<file path="src/rtl/uart_reg_ctrl_pkg.sv">
`default_nettype none


package uart_pkg;
    // Register offsets: the command byte carries the offset in bits [3:1].
    localparam logic [2:0] UART_CR_OFFSET    = 3'd0;
    localparam logic [2:0] UART_SR_OFFSET    = 3'd1;
    localparam logic [2:0] UART_DINL_OFFSET  = 3'd2;
    localparam logic [2:0] UART_DINH_OFFSET  = 3'd3;
    localparam logic [2:0] UART_DOUTL_OFFSET = 3'd4;
    localparam logic [2:0] UART_DOUTM_OFFSET = 3'd5;
    localparam logic [2:0] UART_DOUTH_OFFSET = 3'd6;
    localparam logic [2:0] UART_RSVD_OFFSET  = 3'd7;

    // Status register, MSB first.
    typedef struct packed {
        logic [2:0] rsvd;
        logic       run;
        logic       cmd_err;
        logic       ovf;
        logic       tx_fifo_full;
        logic       tx_fifo_empty;
    } uart_sr_t;

    // Control register, MSB first. flush is a write-only strobe.
    typedef struct packed {
        logic [5:0] rsvd;
        logic       run;
        logic       flush;
    } cr_t;

    typedef enum logic [1:0] {
        ST_IDLE  = 2'd0,
        ST_WDATA = 2'd1,
        ST_RRESP = 2'd2
    } ctrl_state_e;
endpackage : uart_pkg

`default_nettype wire

</file>
<file path="src/rtl/uart_reg_ctrl_rpeak_fifo.sv">
`default_nettype none
// ============================================================================
//  Module      : rpeak_fifo
//  Description : Synchronous FIFO for R-peak sample numbers. Head is read
//                combinationally; flush empties the FIFO and wins over a
//                push or pop in the same cycle. A push while full is accepted
//                only when a pop frees an entry in the same cycle.
//  Ports       : clk, rst_n        - clock, async active-low reset
//                i_push/i_push_data - write strobe and data
//                i_pop             - remove head (ignored when empty)
//                i_flush           - discard all entries
//                o_head            - current head entry
//                o_full/o_empty    - occupancy flags
//  Revision    : 1.0 - initial release
// ============================================================================

module rpeak_fifo #(
    parameter int WIDTH = 22,
    parameter int DEPTH = 16   // power of 2, at least 2
) (
    input  logic             clk,
    input  logic             rst_n,
    input  logic             i_push,
    input  logic [WIDTH-1:0] i_push_data,
    input  logic             i_pop,
    input  logic             i_flush,
    output logic [WIDTH-1:0] o_head,
    output logic             o_full,
    output logic             o_empty
);
    localparam int c_PTR_WIDTH = (DEPTH > 1) ? $clog2(DEPTH) : 1;
    localparam int c_CNT_WIDTH = c_PTR_WIDTH + 1;
    localparam logic [c_CNT_WIDTH-1:0] c_FULL_CNT = c_CNT_WIDTH'(DEPTH);

    logic [WIDTH-1:0]       r_mem [DEPTH];
    logic [c_PTR_WIDTH-1:0] r_wr_ptr;
    logic [c_PTR_WIDTH-1:0] r_rd_ptr;
    logic [c_CNT_WIDTH-1:0] r_count;
    logic                   w_pop;
    logic                   w_push;

    assign o_empty = (r_count == '0);
    assign o_full  = (r_count == c_FULL_CNT);
    assign o_head  = r_mem[r_rd_ptr];

    assign w_pop  = i_pop & ~o_empty & ~i_flush;
    assign w_push = i_push & ~i_flush & (~o_full | w_pop);

    // Storage carries no reset: entries are only observed once counted.
    always_ff @(posedge clk) begin
        if (w_push) begin
            r_mem[r_wr_ptr] <= i_push_data;
        end
    end

    always_ff @(posedge clk or negedge rst_n) begin
        if (!rst_n) begin
            r_wr_ptr <= '0;
            r_rd_ptr <= '0;
            r_count  <= '0;
        end else if (i_flush) begin
            r_wr_ptr <= '0;
            r_rd_ptr <= '0;
            r_count  <= '0;
        end else begin
            if (w_push) begin
                r_wr_ptr <= r_wr_ptr + 1'b1;
            end
            if (w_pop) begin
                r_rd_ptr <= r_rd_ptr + 1'b1;
            end
            case ({w_push, w_pop})
                2'b10:   r_count <= r_count + 1'b1;
                2'b01:   r_count <= r_count - 1'b1;
                default: r_count <= r_count;
            endcase
        end
    end
endmodule : rpeak_fifo

`default_nettype wire

</file>
<file path="src/rtl/uart_reg_ctrl.sv">
`default_nettype none
// ============================================================================
//  Module      : uart_reg_ctrl
//  Description : Byte-level register-access controller between the UART
//                RX/TX byte streams and the R-peak detection datapath.
//                Command byte {4'b0, addr[2:0], rw}; writes take one data
//                byte, reads answer with one byte through tx_data.
//  Ports       : clk, rst_n                 - clock, async active-low reset
//                rx_data, rx_data_valid     - received byte stream
//                tx_data, tx_data_valid     - transmitted byte stream
//                tx_ready                   - UART TX can take a byte
//                sample_out, sample_valid   - assembled ECG sample to algorithm
//                rpeak_in, rpeak_valid      - R-peak sample numbers from algorithm
//                run                        - algorithm enable (CR.run)
//  Revision    : 1.0 - initial release
// ============================================================================

module uart_reg_ctrl
    import uart_pkg::*;
#(
    parameter int DATA_WIDTH     = 11,
    parameter int CTR_WIDTH      = 22,       // at most 24
    parameter int FIFO_DEPTH     = 16,
    parameter int TIMEOUT_CYCLES = 1000000
) (
    input  logic                  clk,
    input  logic                  rst_n,
    input  logic [7:0]            rx_data,
    input  logic                  rx_data_valid,
    output logic [7:0]            tx_data,
    output logic                  tx_data_valid,
    input  logic                  tx_ready,
    output logic [DATA_WIDTH-1:0] sample_out,
    output logic                  sample_valid,
    input  logic [CTR_WIDTH-1:0]  rpeak_in,
    input  logic                  rpeak_valid,
    output logic                  run
);
    localparam int c_TO_WIDTH = (TIMEOUT_CYCLES > 1) ? $clog2(TIMEOUT_CYCLES) : 1;
    localparam logic [c_TO_WIDTH-1:0] c_TO_LAST = c_TO_WIDTH'(TIMEOUT_CYCLES - 1);

    ctrl_state_e           r_state;
    ctrl_state_e           w_state_nxt;
    logic [2:0]            r_addr;
    logic [c_TO_WIDTH-1:0] r_to_cnt;
    logic                  r_run;
    logic [7:0]            r_dinl;
    logic [2:0]            r_dinh;
    logic                  r_cmd_err;
    logic                  r_ovf;
    logic [DATA_WIDTH-1:0] r_sample_out;
    logic                  r_sample_valid;

    logic                  w_cmd_hdr_ok;
    logic                  w_cmd_bad;
    logic                  w_timeout;
    logic                  w_rx_drop;
    logic                  w_wr;
    logic                  w_flush;
    logic                  w_tx_fire;
    logic                  w_sr_rd;
    logic                  w_pop;
    logic                  w_ovf_set;
    logic                  w_cmd_err_set;
    logic [CTR_WIDTH-1:0]  w_fifo_head;
    logic                  w_fifo_full;
    logic                  w_fifo_empty;
    logic [23:0]           w_head_ext;
    uart_sr_t              w_sr;
    cr_t                   w_cr_rd;
    logic [7:0]            w_rd_byte;

    // ------------------------------------------------------------------
    // Event decode
    // ------------------------------------------------------------------
    assign w_cmd_hdr_ok = (rx_data[7:4] == 4'h0);
    assign w_cmd_bad    = (r_state == ST_IDLE)  & rx_data_valid & ~w_cmd_hdr_ok;
    // Data byte arriving in the expiry cycle still counts as the write.
    assign w_timeout    = (r_state == ST_WDATA) & ~rx_data_valid & (r_to_cnt == c_TO_LAST);
    assign w_rx_drop    = (r_state == ST_RRESP) & rx_data_valid;
    assign w_wr         = (r_state == ST_WDATA) & rx_data_valid;
    // CR bit0 is the flush strobe of the incoming data byte.
    assign w_flush      = w_wr & (r_addr == UART_CR_OFFSET) & rx_data[0];
    assign w_sr_rd      = w_tx_fire & (r_addr == UART_SR_OFFSET);
    assign w_pop        = w_tx_fire & (r_addr == UART_DOUTH_OFFSET) & ~w_fifo_empty;
    // A simultaneous pop makes room, so a push while full is not an overflow.
    assign w_ovf_set    = rpeak_valid & w_fifo_full & ~w_pop & ~w_flush;
    assign w_cmd_err_set = w_cmd_bad | w_timeout | w_rx_drop;

    // ------------------------------------------------------------------
    // FSM: state register
    // ------------------------------------------------------------------
    always_ff @(posedge clk or negedge rst_n) begin
        if (!rst_n) begin
            r_state <= ST_IDLE;
        end else begin
            r_state <= w_state_nxt;
        end
    end

    // ------------------------------------------------------------------
    // FSM: next state
    // ------------------------------------------------------------------
    always_comb begin
        w_state_nxt = r_state;
        case (r_state)
            ST_IDLE: begin
                if (rx_data_valid && w_cmd_hdr_ok) begin
                    w_state_nxt = rx_data[0] ? ST_WDATA : ST_RRESP;
                end
            end
            ST_WDATA: begin
                if (rx_data_valid || w_timeout) begin
                    w_state_nxt = ST_IDLE;
                end
            end
            ST_RRESP: begin
                if (tx_ready) begin
                    w_state_nxt = ST_IDLE;
                end
            end
            default: w_state_nxt = ST_IDLE;
        endcase
    end

    // ------------------------------------------------------------------
    // FSM: outputs. The response is combinational on tx_ready so it can
    // leave in the cycle right after the command strobe.
    // ------------------------------------------------------------------
    always_comb begin
        w_tx_fire     = 1'b0;
        tx_data_valid = 1'b0;
        tx_data       = 8'h00;
        if (r_state == ST_RRESP && tx_ready) begin
            w_tx_fire     = 1'b1;
            tx_data_valid = 1'b1;
            tx_data       = w_rd_byte;
        end
    end

    // ------------------------------------------------------------------
    // Registers and datapath
    // ------------------------------------------------------------------
    always_ff @(posedge clk or negedge rst_n) begin
        if (!rst_n) begin
            r_addr         <= '0;
            r_to_cnt       <= '0;
            r_run          <= 1'b0;
            r_dinl         <= '0;
            r_dinh         <= '0;
            r_cmd_err      <= 1'b0;
            r_ovf          <= 1'b0;
            r_sample_out   <= '0;
            r_sample_valid <= 1'b0;
        end else begin
            r_sample_valid <= 1'b0;

            if (r_state == ST_IDLE && rx_data_valid && w_cmd_hdr_ok) begin
                r_addr <= rx_data[3:1];
            end

            // Counter is zero on every entry to WDATA.
            if (r_state == ST_WDATA) begin
                r_to_cnt <= r_to_cnt + 1'b1;
            end else begin
                r_to_cnt <= '0;
            end

            if (w_wr) begin
                case (r_addr)
                    UART_CR_OFFSET:   r_run  <= rx_data[1];
                    UART_DINL_OFFSET: r_dinl <= rx_data;
                    UART_DINH_OFFSET: begin
                        r_dinh <= rx_data[2:0];
                        if (r_run) begin
                            r_sample_valid <= 1'b1;
                            r_sample_out   <= DATA_WIDTH'({rx_data[2:0], r_dinl});
                        end
                    end
                    default: ;
                endcase
            end

            // Sticky flags: a set event in the clearing cycle wins.
            r_cmd_err <= w_cmd_err_set | (r_cmd_err & ~w_sr_rd);
            r_ovf     <= w_ovf_set | (r_ovf & ~w_sr_rd & ~w_flush);
        end
    end

    // ------------------------------------------------------------------
    // R-peak FIFO
    // ------------------------------------------------------------------
    rpeak_fifo #(
        .WIDTH (CTR_WIDTH),
        .DEPTH (FIFO_DEPTH)
    ) u_rpeak_fifo (
        .clk         (clk),
        .rst_n       (rst_n),
        .i_push      (rpeak_valid),
        .i_push_data (rpeak_in),
        .i_pop       (w_pop),
        .i_flush     (w_flush),
        .o_head      (w_fifo_head),
        .o_full      (w_fifo_full),
        .o_empty     (w_fifo_empty)
    );

    // ------------------------------------------------------------------
    // Read mux. DOUT bytes read as zero while the FIFO is empty.
    // ------------------------------------------------------------------
    assign w_head_ext = w_fifo_empty ? 24'h0 : 24'(w_fifo_head);

    always_comb begin
        w_sr               = '0;
        w_sr.run           = r_run;
        w_sr.cmd_err       = r_cmd_err;
        w_sr.ovf           = r_ovf;
        w_sr.tx_fifo_full  = w_fifo_full;
        w_sr.tx_fifo_empty = w_fifo_empty;

        w_cr_rd     = '0;
        w_cr_rd.run = r_run;

        w_rd_byte = 8'h00;
        case (r_addr)
            UART_CR_OFFSET:    w_rd_byte = w_cr_rd;
            UART_SR_OFFSET:    w_rd_byte = w_sr;
            UART_DINL_OFFSET:  w_rd_byte = r_dinl;
            UART_DINH_OFFSET:  w_rd_byte = {5'b0, r_dinh};
            UART_DOUTL_OFFSET: w_rd_byte = w_head_ext[7:0];
            UART_DOUTM_OFFSET: w_rd_byte = w_head_ext[15:8];
            UART_DOUTH_OFFSET: w_rd_byte = w_head_ext[23:16];
            default:           w_rd_byte = 8'h00;
        endcase
    end

    assign sample_out   = r_sample_out;
    assign sample_valid = r_sample_valid;
    assign run          = r_run;
endmodule : uart_reg_ctrl

`default_nettype wire

</file>
<file path="config.mk">
export PLATFORM = sky130hd
export DESIGN_NAME = uart_reg_ctrl
export DESIGN_NICKNAME = d
export VERILOG_FILES = /design/src/rtl/uart_reg_ctrl_pkg.sv /design/src/rtl/uart_reg_ctrl_rpeak_fifo.sv /design/src/rtl/uart_reg_ctrl.sv
export SDC_FILE = /design/constraint.sdc
export NUM_CORES = 1
export LEC_CHECK = 0
export CORE_MARGIN = 3
export CORE_UTILIZATION = 43
export DETAILED_ROUTE_END_ITERATION = 8
export HOLD_SLACK_MARGIN = 0.03
export PLACE_DENSITY = 0.6
export SYNTH_ARGS = -nofsm -noshare
export SYNTH_HDL_FRONTEND = slang
export SYNTH_SLANG_ARGS = --single-unit
</file>
<file path="constraint.sdc">
create_clock -name clk -period 3.1 [get_ports clk]
set_clock_uncertainty 0.15 [all_clocks]
set_input_delay 0.62 -clock clk [delete_from_list [all_inputs] [get_ports clk]]
set_output_delay 0.62 -clock clk [all_outputs]
set_load 0.01 [all_outputs]
</file>
======== After elaboration in Yosys (flattened, before gate mapping) ========
Memory sizes are Yosys's and may differ from the RTL's.
Cells that the tools add are included.
storage, ports and cells
  register bits after elaboration ......... 64
  input bits .............................. 35
  output and inout port bits .............. 22
  RAM bits ................................ 352
  ROM bits ................................ 0
  bits in latches ......................... 0
  memories kept ........................... 1
operators by class
  muxes and demuxes ....................... 21
  equal/unequal tests ..................... 15
  shift operators ......................... 0
  divide/modulo/power cells ............... 0
  multipliers ............................. 0
  add/sub/neg operators ................... 5
  magnitude comparators ................... 0
  bitwise logic cells ..................... 33
  reductions and logical operators ........ 17
memories
  name                depth  width  rd ports  clocked after memory_dff  wr ports  RTL line                        source
  u_rpeak_fifo.r_mem  16     22     1         0                         1         uart_reg_ctrl_rpeak_fifo.sv:35  logic [WIDTH-1:0] r_mem [DEPTH];
operators by type and width
  kind                     number
  $pmux W8 S7              1
  $mux W22                 1
  $and A1 B1 Y1            21
  $add A20 B1 Y20 const B  1
  $eq A20 B20 Y1 const B   1
  $mux W20                 1
  $mux W4                  4
  $pmux W5 S2              1
  $eq A3 B3 Y1 const B     3
  $add A4 B1 Y4 const B    2
  $mux W2                  4
  $mux W8                  1
  $not A1 Y1               7
  $eq A3 B2 Y1 const B     2
  $mux W1                  6
  $pmux W2 S3              1
  $reduce_and A2 Y1        3
  $reduce_and A3 Y1        2
  $add A5 B1 Y5 const B    1
  $eq A5 B5 Y1 const B     1
  $logic_not A5 Y1         1
  $mux W5                  1
  $or A1 B1 Y1             5
  $sub A5 B1 Y5 const B    1
  other kinds (12)         19

======== Depth between registers and ports, before layout ========
  depth after elaboration ................. 12
  depth in mapped cells ................... 13
  mapped depth without buffers ............ 11

======== By module ========
Synthesis repeated with hierarchy kept, for this count alone.
unflattened totals
  cells, all modules ...................... 1013
  area total of the unflattened synthesis .. 17120.2 µm²
by module, submodules not included
  module         cells each  instances  area each (µm²)
  rpeak_fifo     772         1          14417.6
  uart_reg_ctrl  241         1          2702.6

======== Worst setup path before layout ========
No wires, ideal clock.
  kind .................................... in2reg
  from .................................... in tx_ready
  to ...................................... reg u_rpeak_fifo.r_count[4]
  setup slack ............................. 0.195 ns
  data required time ...................... 2.828 ns
  arrival time ............................ 2.634 ns
  cell stages on the path ................. 12
  library setup time ...................... 0.122 ns
  cell sequence ........................... nand3b_4 > a211oi_1 > buf_2 > nand2b_1 > inv_1 > ha_1 > nor2b_1 > o21ai_0 > nor4bb_1 > a21o_1 > a31oi_1 > a32o_1
between the ends
  longest elaborated chain between the ends .. 11
ends and longest elaborated chain
  element                                       RTL line                        source
  start: declaration                            uart_reg_ctrl.sv:32             input logic tx_ready,
  $logic_and A1 B1 Y1 (*)                       uart_reg_ctrl.sv:134            if (r_state == ST_RRESP && tx_ready) begin
  $mux W1 (*)                                   uart_reg_ctrl.sv:134
  $and A1 B1 Y1 (*) (2 in a row)                uart_reg_ctrl.sv:85             assign w_pop = w_tx_fire & (r_addr == UART_DOUTH_OFFSET) & ~w_fifo_empty;
  $and A1 B1 Y1 (*) (2 in a row)                uart_reg_ctrl_rpeak_fifo.sv:46  assign w_pop = i_pop & ~o_empty & ~i_flush;
  $or A1 B1 Y1                                  uart_reg_ctrl_rpeak_fifo.sv:47  assign w_push = i_push & ~i_flush & (~o_full | w_pop);
  $and A1 B1 Y1                                 uart_reg_ctrl_rpeak_fifo.sv:47
  $eq A2 B1 Y1 or $eq A2 B2 Y1 (tied branches)  uart_reg_ctrl_rpeak_fifo.sv:72  case ({w_push, w_pop})
  $pmux W5 S2                                   uart_reg_ctrl_rpeak_fifo.sv:72
  $mux W5                                       uart_reg_ctrl_rpeak_fifo.sv:61  end else if (i_flush) begin
  end signal: assignment                        uart_reg_ctrl_rpeak_fifo.sv:73  2'b10: r_count <= r_count + 1'b1;
  end signal: assignment                        uart_reg_ctrl_rpeak_fifo.sv:74  2'b01: r_count <= r_count - 1'b1;
  end signal: assignment                        uart_reg_ctrl_rpeak_fifo.sv:75  default: r_count <= r_count;
  end: declaration                              uart_reg_ctrl_rpeak_fifo.sv:38  logic [c_CNT_WIDTH-1:0] r_count;
Mark *: on every way between the ends. The rest lies on a longest branch, timed or not.
A chain may end at the register's enable or synchronous reset.

======== Worst setup path after layout ========
  from .................................... reg u_rpeak_fifo.r_rd_ptr[0]
  to ...................................... out tx_data[0]
between the ends
  longest elaborated chain between the ends .. 4
ends and longest elaborated chain
  element                   RTL line                        source
  start: declaration        uart_reg_ctrl_rpeak_fifo.sv:37  logic [c_PTR_WIDTH-1:0] r_rd_ptr;
  start signal: assignment  uart_reg_ctrl_rpeak_fifo.sv:70  r_rd_ptr <= r_rd_ptr + 1'b1;
  $mem_v2 Z16 W22           --
  $mux W22                  uart_reg_ctrl.sv:211            assign w_head_ext = w_fifo_empty ? 24'h0 : 24'(w_fifo_head);
  $pmux W8 S7               uart_reg_ctrl.sv:225            case (r_addr)
  $mux W8                   uart_reg_ctrl.sv:134
  end: declaration          uart_reg_ctrl.sv:30             output logic [7:0] tx_data,
No other way between the ends.

==> out/results.ini <==
[yosys]
avgSynthCellArea_um2 = 17.7
ys_ff_latch = 416
netlist_area_um2 = 17000
synth_ff_type = edfxtp_1
yosys_warnings = 0
syn_inst = 959
ys_types = 65
synth_top_area_cell = edfxtp_1
synth_top_cells_by_count = edfxtp_1, mux2i_1, dfrtp_1
ys_top_cells_by_area = edfxtp_1, dfrtp_1, mux4_2, mux2i_1, mux2_2
synth-edff-count = 352
yosys.area.top_type_share_pct = 62.4
async_flop_share_pct = 15.4
synth_fp_nets = 1004
seq_area_frac_synth_pct = 71.8
synth_most_common_cell = edfxtp_1

[worst_setup_path]
crit_chain = buf_12, buf_12, buf_6, mux4_2, a22oi_1, a21oi_1, nor3_2, buf_4, o22ai_4, buf_6
cp-end-kind = primary output
worstPathArrival_ns = 2.84
worstPathMaxFanout = 5
critical_path_required_ns = 2.33
start_kind = flip-flop
slowest_delay_ns = 0.53
critPathSlowestCell = dfrtp_4
worstSetupPathType = flip-flop to primary output

[placement]
hpwlAfterDp_um = 26500
portBuffers = 56
placed_area_um2 = 19300
routabilityCongestion = 0.807
pre_cts_ws_ns = -0.602

[route]
first_pass_iters = 5
first_iter_violations = 753
route.detailed.drc = 0
vias_per_cell = 5.52
routedWlPerCell_um = 24.4
wl_um = 41900
ant_nets = 0
vias = 9500

[timing]
tightest_slew_ns = 0.611
worst_slack_ns = -0.514
grt_setup_unrepaired = yes
fin_crit_ns = 3.61
slew_viol_final = 0
post-route-period-util_pct = 117
setup_viol = 8
finalHoldViolCount = 0
relSlewSlack_pct = 59.2
fmax_mhz = 277

[power_and_ir_drop]
power.leakage_uw = 0.00727
power_density_nw_per_um2 = 658
worst_ir_drop_vdd_v = 0.000360

[cts]
clockBufferDepth = 3
cts_max_level = 2
clk_pin_slew_ns = 0.06
cts_tree = yes
ctsRootBufferMaster = clkbuf_16
cts-buffers-inserted = 45
clk_latency_ns = 0.57
cts.sinks = 416

[grt]
antenna_found_initial = 1
grt_max_degree = 52
grt_pass1_wl_um = 62600
grt-ovfl-total = 0
gr-usage-all-layers_pct = 20.4
grt_pass1_vias = 9732

[job]
maxCapViolCount = 0

[outcome]
violations = negative setup slack
outcome = finished, violations left

[cells_and_area]
final_nets = 1212
fillers = 3072
layout-drive-gt1-share_pct = 28.7
post-route-cell-area_um2 = 21200
n_antenna_cell = 0
syn2layout_area_growth_pct = 25.3

[floorplanning]
start_util_pct = 43.7
die_w_um = 205
die_area_um2 = 41800
core_um2 = 38800
io_pins = 57
row_count = 72
chipHeight_um = 205

[hold_path]
hold_path.class = flip-flop to flip-flop

## power by group
| group | leakage (uW) | internal [uW] | switching (uW) | total (uW) |
|---|---|---|---|---|
| clock | 0.000675 | 2970 | 2140 | 5110 |
| combinational | 0.00256 | 905 | 1140 | 2040 |
| sequential | 0.00403 | 6630 | 186 | 6810 |
| total | 0.00727 | 10500 | 3460 | 14000 |
## kinds of logic after synthesis
family	share of synthesized area, %
flops	71.8
xor+xnor	1.14
fa+ha+maj	0.782
compound gates	4.41
simple gates	5.56
buf+inv	1.90
mux	14.4
## registers in the layout (all words and copies together), names as in the netlist
register and count:
r_dinh 3, r_addr 3, r_cmd_err 1, u_rpeak_fifo.r_count 5
u_rpeak_fifo.r_rd_ptr 4, sample_valid 1, sample_out 11, r_ovf 1
r_dinl 8, r_to_cnt 20, r_state 2, run 1
u_rpeak_fifo.r_mem 352, u_rpeak_fifo.r_wr_ptr 4
## final timing paths
check                                              start                 endpoint  slack, ns  cells past startpoint
worst max-delay path            u_rpeak_fifo.r_rd_ptr[0]               tx_data[0]      -0.51                     10
worst max register to register   u_rpeak_fifo.r_count[1]  u_rpeak_fifo.r_count[4]       0.24                     11
min in group asynchronous                          rst_n  u_rpeak_fifo.r_count[1]       0.37                      2
worst min-delay path                         r_to_cnt[0]              r_to_cnt[0]       0.34                      1
worst min register to register               r_to_cnt[0]              r_to_cnt[0]       0.34                      1
max in group asynchronous                          rst_n               r_state[1]       1.81                      3
## metal layers
metal | part of all wire (%) | vias up | track usage (%)
li1 | - | 4245 | -
met1 | 45 | 4927 | 29.2
met5 | 0.031 | - | 0
met3 | 5.0 | 77 | 3.24
met4 | 2.4 | 2 | 6.49
met2 | 47 | 249 | 32.5
## stage by stage
stage,hold slack [ns],instances,power [uW],TNS (ns),utilization (%)
final,0.336,1722,14000,-3.57,54.7
after global routing,0.363,1722,14500,-4.22,54.7
after CTS,0.338,1723,14100,-4.02,54.6
after detailed placement,0.331,1618,8860,-8.87,49.8
after global placement,0.324,1618,8820,-5.64,49.8
after floorplan,0.174,959,7800,0,-
## critical path: cells and delay by family, from the launching register on
family                 cells  cell delay, ns
multiplexers               1            0.43
flip-flops                 1            0.53
AND/OR/NAND/NOR            1            0.23
buffers and inverters      5            0.73
AO/OA/AOI/OAI              3            0.37
## layout make-up
type	instances	area (um2)	share of cell area, %
timing repair buffer	208	2270	10.7
sequential	416	12200	57.3
clock buffer	61	1240	5.83
multi-input combinational	483	4690	22.1
clock inverter	23	174	0.819
inverter	13	48.8	0.230
tap	518	648	3.05
## cells in the final DEF (no fill, tap or decap), types with 4 or more instances in the layout
cell type	n
mux2i_2	10
mux4_2	54
nor2_1	33
o21ai_0	5
and3_1	7
xnor2_1	9
nor3_1	4
or3_1	4
clkinvlp_4	4
clkbuf_1	13
nand2_1	34
o21ai_1	8
inv_1	10
dfrtp_1	61
buf_12	40
a221oi_2	5
clkinv_2	4
nand4_1	6
ha_1	9
clkdlybuf4s50_1	47
buf_4	98
mux2_2	17
a22o_1	8
and2_1	20
nand3_1	26
mux2_1	11
edfxtp_1	352
a21oi_2	4
nor2b_1	4
nor4_1	4
xor2_1	13
clkbuf_16	47
a22oi_1	23
clkinv_1	11
a21oi_1	15
buf_2	6
nand2b_1	4
o22ai_1	4
mux2i_1	79
buf_6	12
## repair_timing
action | 4_1_cts | 5_1_grt
hold endpoints to repair | 13 | 0
resized for setup | 78 | 29
hold buffers | 1 | 0
cloned | 4 | 0
endpoints found under the setup margin | 8 | 9
buffers inserted | 19 | 3
pin swaps | 24 | 24
Note: power is estimated with default switching activity, not from simulation.
